### config.mk
export PLATFORM = sky130hd
export DESIGN_NAME = seg_scan_mux
export DESIGN_NICKNAME = d
export VERILOG_FILES = /design/src/rtl/seg_scan_mux.sv
export SDC_FILE = /design/constraint.sdc
export NUM_CORES = 1
export LEC_CHECK = 0
export CORE_MARGIN = 5
export CORE_UTILIZATION = 40
export CTS_CLUSTER_DIAMETER = 40
export DETAILED_ROUTE_END_ITERATION = 16
export GPL_TIMING_DRIVEN = 0
export SYNTH_ARGS = -nofsm -noshare
export SYNTH_HDL_FRONTEND = slang
export SYNTH_SLANG_ARGS = --single-unit
export TNS_END_PERCENT = 5
### constraint.sdc
create_clock -name clk -period 2.45 [get_ports clk]
set_input_delay 0.245 -clock clk [delete_from_list [all_inputs] [get_ports clk]]
set_output_delay 0.245 -clock clk [all_outputs]
set_load 0.02 [all_outputs]
### src/rtl/seg_scan_mux.sv
// Time-multiplexed seven-segment scanner with frame-aligned double-buffered display word
// and optional leading-zero blanking. Outputs are fully registered.
module seg_scan_mux #(
    parameter int NUM_DIGITS  = 4,
    parameter int REFRESH_DIV = 50000
) (
    input  logic                    clk,
    input  logic                    rst_n,
    input  logic [4*NUM_DIGITS-1:0] din,
    input  logic                    load,
    input  logic                    en,
    input  logic                    lzb,
    output logic [3:0]              bcd,
    output logic [NUM_DIGITS-1:0]   an,
    output logic                    busy,
    output logic                    frame_done
);
    localparam int PW = (REFRESH_DIV > 1) ? $clog2(REFRESH_DIV) : 1;
    localparam int IW = (NUM_DIGITS > 1) ? $clog2(NUM_DIGITS) : 1;
    localparam logic [PW-1:0] PLAST = PW'(REFRESH_DIV - 1);
    localparam logic [IW-1:0] ILAST = IW'(NUM_DIGITS - 1);

    logic [PW-1:0]                 presc;
    logic [IW-1:0]                 idx, idx_nxt;
    logic [NUM_DIGITS-1:0][3:0]    disp, pend, disp_nxt, din_w;
    logic [NUM_DIGITS-1:0]         hi_zero;
    logic                          tick, boundary, blank;

    assign din_w    = din;
    assign tick     = (presc == PLAST);
    assign boundary = tick && (idx == ILAST);

    always_comb begin
        idx_nxt = idx;
        if (tick)
            idx_nxt = (idx == ILAST) ? '0 : idx + IW'(1);
    end

    // A load landing on the boundary bypasses pend so the freshest value wins.
    always_comb begin
        disp_nxt = disp;
        if (boundary) begin
            if (load)
                disp_nxt = din_w;
            else if (busy)
                disp_nxt = pend;
        end
    end

    // hi_zero[i]: nibbles i..NUM_DIGITS-1 of the upcoming display word are all zero.
    genvar g;
    generate
        for (g = 0; g < NUM_DIGITS; g++) begin : g_zero
            if (g == NUM_DIGITS - 1) begin : g_top
                assign hi_zero[g] = ~|disp_nxt[g];
            end else begin : g_mid
                assign hi_zero[g] = ~|disp_nxt[g] & hi_zero[g+1];
            end
        end
    endgenerate

    assign blank = lzb && (idx_nxt != '0) && hi_zero[idx_nxt];

    always_ff @(posedge clk or negedge rst_n) begin
        if (!rst_n) begin
            presc      <= '0;
            idx        <= '0;
            disp       <= '0;
            pend       <= '0;
            busy       <= 1'b0;
            an         <= '1;
            bcd        <= '0;
            frame_done <= 1'b0;
        end else begin
            presc      <= tick ? '0 : presc + PW'(1);
            idx        <= idx_nxt;
            disp       <= disp_nxt;
            frame_done <= boundary;
            if (boundary) begin
                busy <= 1'b0;
            end else if (load) begin
                pend <= din_w;
                busy <= 1'b1;
            end
            bcd <= disp_nxt[idx_nxt];
            an  <= (en && !blank) ? ~(NUM_DIGITS'(1) << idx_nxt) : '1;
        end
    end
endmodule

==> results of run 1 <==
## cell families (layout without fill, tap and decap cells)
group           count (synthesis)  count (layout)  share of synthesized area [%]
mux                            19              19                           6.93
xor+xnor                       10              10                           2.96
simple gates                  107             107                           19.9
fa+ha+maj                       2               2                          0.846
buf+inv                        32              95                           4.23
flops                          60              60                           50.9
compound gates                 61              61                           14.2
## layout make-up
class	count	area share, %
inverters	16	1.54
clock buffers	11	3.63
repair buffers	50	11.8
flip-flops and latches	60	38.9
plain buffers	13	2.12
multi-input cells	199	36.9
well taps	99	3.18
clock inverters	5	1.93
## cell usage after synthesis (6+ instances only)
| cell type | n | share of area [%] |
|---|---|---|
| a21oi_1 | 7 | 1.2 |
| a31oi_1 | 8 | 1.7 |
| a32oi_1 | 9 | 2.7 |
| and3_1 | 6 | 1.3 |
| clkbuf_1 | 11 | 1.4 |
| dfrtp_1 | 56 | 47 |
| inv_1 | 15 | 1.9 |
| mux2_2 | 12 | 4.6 |
| mux2i_1 | 7 | 2.4 |
| nand2_1 | 29 | 3.7 |
| nand3_1 | 18 | 3.0 |
| nor2_1 | 22 | 2.8 |
| o21ai_0 | 13 | 2.2 |
| xor2_1 | 7 | 2.1 |
## per-stage QoR
step / instance area, um2 / hold WS [ns] / setup TNS [ns] / cells / power, W
final: 3900 / 0.463 / -0.267 / 453 / 0.00217
after global placement: 3400 / 0.446 / -61.59 / 420 / 0.00121
after global routing: 3900 / 0.493 / -0.773 / 453 / 0.00225
after floorplan: 2980 / -0.0506 / -0.643 / 291 / 0.00113
after detailed placement: 3420 / 0.303 / -12.90 / 421 / 0.00121
after CTS: 3820 / 0.467 / -0.355 / 450 / 0.00219
## where the power goes
part	leakage, nW	internal, W	switching [W]
logic	0.859	0.0000751	0.0000756
clock network	0.113	0.000595	0.000376
registers	0.702	0.00103	0.0000175
## how the worst max path moves through the flow
stage | end | slack, ns | cells after the start
floorplan | bcd[0]$_DFF_PN0_ | -0.10 | 7
global placement | pend[1]$_DFFE_PN0P_ | -0.88 | 1
detailed placement | bcd[0]$_DFF_PN0_ | -0.66 | 7
CTS | an[1]$_DFF_PN1_ | -0.08 | 6
global route | an[2]$_DFF_PN1_ | -0.14 | 8
finish | an[1]$_DFF_PN1_ | -0.07 | 7
## metal layers
metal  up-vias  wire length (um)  global-route usage (%)
met5         -                 0                       0
met4         0               122                    7.58
met3        11               320                    3.28
met2        60              3260                    24.4
met1      1198              3500                    24.4
li1       1173                 -                       -
## flip-flops by register name, summed over array words and instances (netlist names)
signal	count
an	4
bcd	4
busy	1
disp	16
frame_done	1
idx	2
pend	16
presc	16
## repair_timing
item                                    4_1_cts  5_1_grt
endpoints found under the setup margin       32       18
gates resized for setup                      21       18
pin swaps                                     8        6
buffers inserted                             14        4
hold endpoints to repair                     25        0
hold buffers                                  1        0
## worst register-to-register path: cells and delay by family, from the launching register on
family | cells | cell delay, ns
and+or+nand+nor | 4 | 1.54
DFF | 1 | 0.43
AOI/OAI and AO/OA | 1 | 0.25
muxes | 1 | 0.12
buffers and inverters | 1 | 0.11
## placed cells by master, fill, tap and decap left out, types with 8 or more instances in the layout
cell type / count
a31oi_1: 8
buf_4: 19
clkbuf_8: 11
clkdlybuf4s50_1: 29
dfrtp_1: 49
inv_1: 15
mux2_2: 12
nand2_1: 29
nand3_1: 16
nor2_1: 22
o21ai_0: 13
==> reports/qor.txt, run 1 <==
CLOCKING
--------------------------------------------------------------------------------
CTS root buf                                                            clkbuf_8
Number of buffers created by CTS                                               9
Latest clock arrival within the worst-skew pair                          0.33 ns
H-tree levels                                                                  3
TritonCTS Sinks                                                               60
Clock tree from TritonCTS                                                   done
Clk pin slew, worst setup/hold paths                                     0.07 ns
Clock tree buffer depth                                                        2

SETUP PATH
--------------------------------------------------------------------------------
Highest cell delay on the worst timing path                              0.62 ns
Family with the most delay on the worst path                        simple AND/OR/NAND/NOR gates
Worst reg2reg path endpoint                                         an[1]$_DFF_PN1_
R2R cell count                                                                 7
Required time of the worst setup path                                    2.70 ns
Worst path arrival time                                                  2.77 ns
Critical Setup Path Class                                           register to register
Max stage delay cell, worst path                                          or4b_4
Worst setup startpoint                                              presc[13]$_DFF_PN0_
Register-to-register path setup slack                                   -0.07 ns
Startpoint class of the critical path                                   register
Reg-to-Reg Start                                                    presc[13]$_DFF_PN0_
Critical path peak fanout                                                      4
Category of the worst setup path capture point                          register
Buf/Inv on CP                                                                  1
Ordered cell list for the critical path                             or4b_4 -> nor4_4 -> mux2i_4 -> inv_2 -> nor2_1 -> or4_4 -> o31ai_4

RUN STATUS
--------------------------------------------------------------------------------
Violations in the final reports                                     setup timing
Outcome                                                             finished, violations left

FINAL LAYOUT
--------------------------------------------------------------------------------
Fillers                                                                      686
Antenna diode instance count                                                   0
Final core occ                                                             54.0%
Total area of multi-input combinational cells                           1440 um2
Fraction of final layout cells with drive strength greater than 1          25.1%
Number of nets in the finished design                                        372
Storage element area                                                    1520 um2
Area added between synthesis and finish                                    31.8%

SYNTH
--------------------------------------------------------------------------------
Library cells used by synthesis                                               48
Number of enable-type register cells in the synthesized netlist                0
Synth Instances                                                              291
Asr flop ratio synth                                                        100%
Register bit total from synthesis                                             60
Mapped Nets                                                                  314
Synthesized cell area                                                   2960 um2
Yosys Warn Count                                                               0
Prevailing post-synth register cell                                      dfrtp_1
Sequential fraction of the synthesis area                                  50.9%
Syn avg cell area                                                       10.2 um2

TIMING
--------------------------------------------------------------------------------
Timing-limited maximum frequency                                         396 MHz
Min cycle time layout                                                    2.52 ns
Setup violators final                                                          5
Final Worst Setup Slack                                               -0.0724 ns
Fraction of the cycle the final worst path needs                            103%
Worst relative slew slack                                                  58.1%
RSZ-0062 raised after global routing                                        true
Clock Skews                                                           0.00862 ns
Hold violation count in the final report                                       0
Worst Tran Pin Value                                                    0.628 ns
Pins Over Slew Limit                                                           0

GRT
--------------------------------------------------------------------------------
Total Routing Usage GR                                                     16.9%
Antenna violations before repair                                               0
Wire length of the first global-routing pass                            11900 um
Grt total ovfl                                                                 0
Maximum number of pins on one net before global-route repair                  36
Number of global-route vias before repair                                   2392

DIE
--------------------------------------------------------------------------------
Width of the die                                                         96.0 um
Core box area                                                           7210 um2
Effective utilization at floorplan                                         41.0%
Row Count                                                                     31
Full die area                                                           9220 um2
IO Count                                                                      31
Die Span Y                                                               96.0 um

PLACED DESIGN
--------------------------------------------------------------------------------
Final weighted congestion of routability-driven global placement           0.807
Count of input and output buffers                                             30
Half-perimeter wire length after placement                               4970 um
Dpl ws                                                                 -0.656 ns

PWR
--------------------------------------------------------------------------------
Leakage power                                                            1.67 nW
Worst voltage drop across the vdd grid                                0.000254 V
Power density over the cells                                          556 nW/um2

DRT
--------------------------------------------------------------------------------
Number of vias per cell after detailed routing                              5.39
Pre-antenna DRT Iters                                                          5
Iteration-0 DRC count of the detailed router                                 127
Routed Wire Length                                                       7200 um
Via Count                                                                   2442
Post-route ant nets                                                            0
Remaining DRCs                                                                 0
Average detailed-routed wire length per instance                         15.9 um

WORST HOLD PATH
--------------------------------------------------------------------------------
Path type of the worst min-delay path                               input port to asynchronous set/reset pin

JOB
--------------------------------------------------------------------------------
Maxcap violations                                                              0

Note: power is estimated with default switching activity, not from simulation.
==> run 2: changes to the inputs <==
--- a/config.mk
+++ b/config.mk
@@ -7,7 +7,6 @@
 export LEC_CHECK = 0
 export CORE_MARGIN = 5
 export CORE_UTILIZATION = 40
-export CTS_CLUSTER_DIAMETER = 40
 export DETAILED_ROUTE_END_ITERATION = 16
 export GPL_TIMING_DRIVEN = 0
 export SYNTH_ARGS = -nofsm -noshare
==> results of run 2 <==
Same layout as run 1: the final DEF is identical, and so are final timing and power.
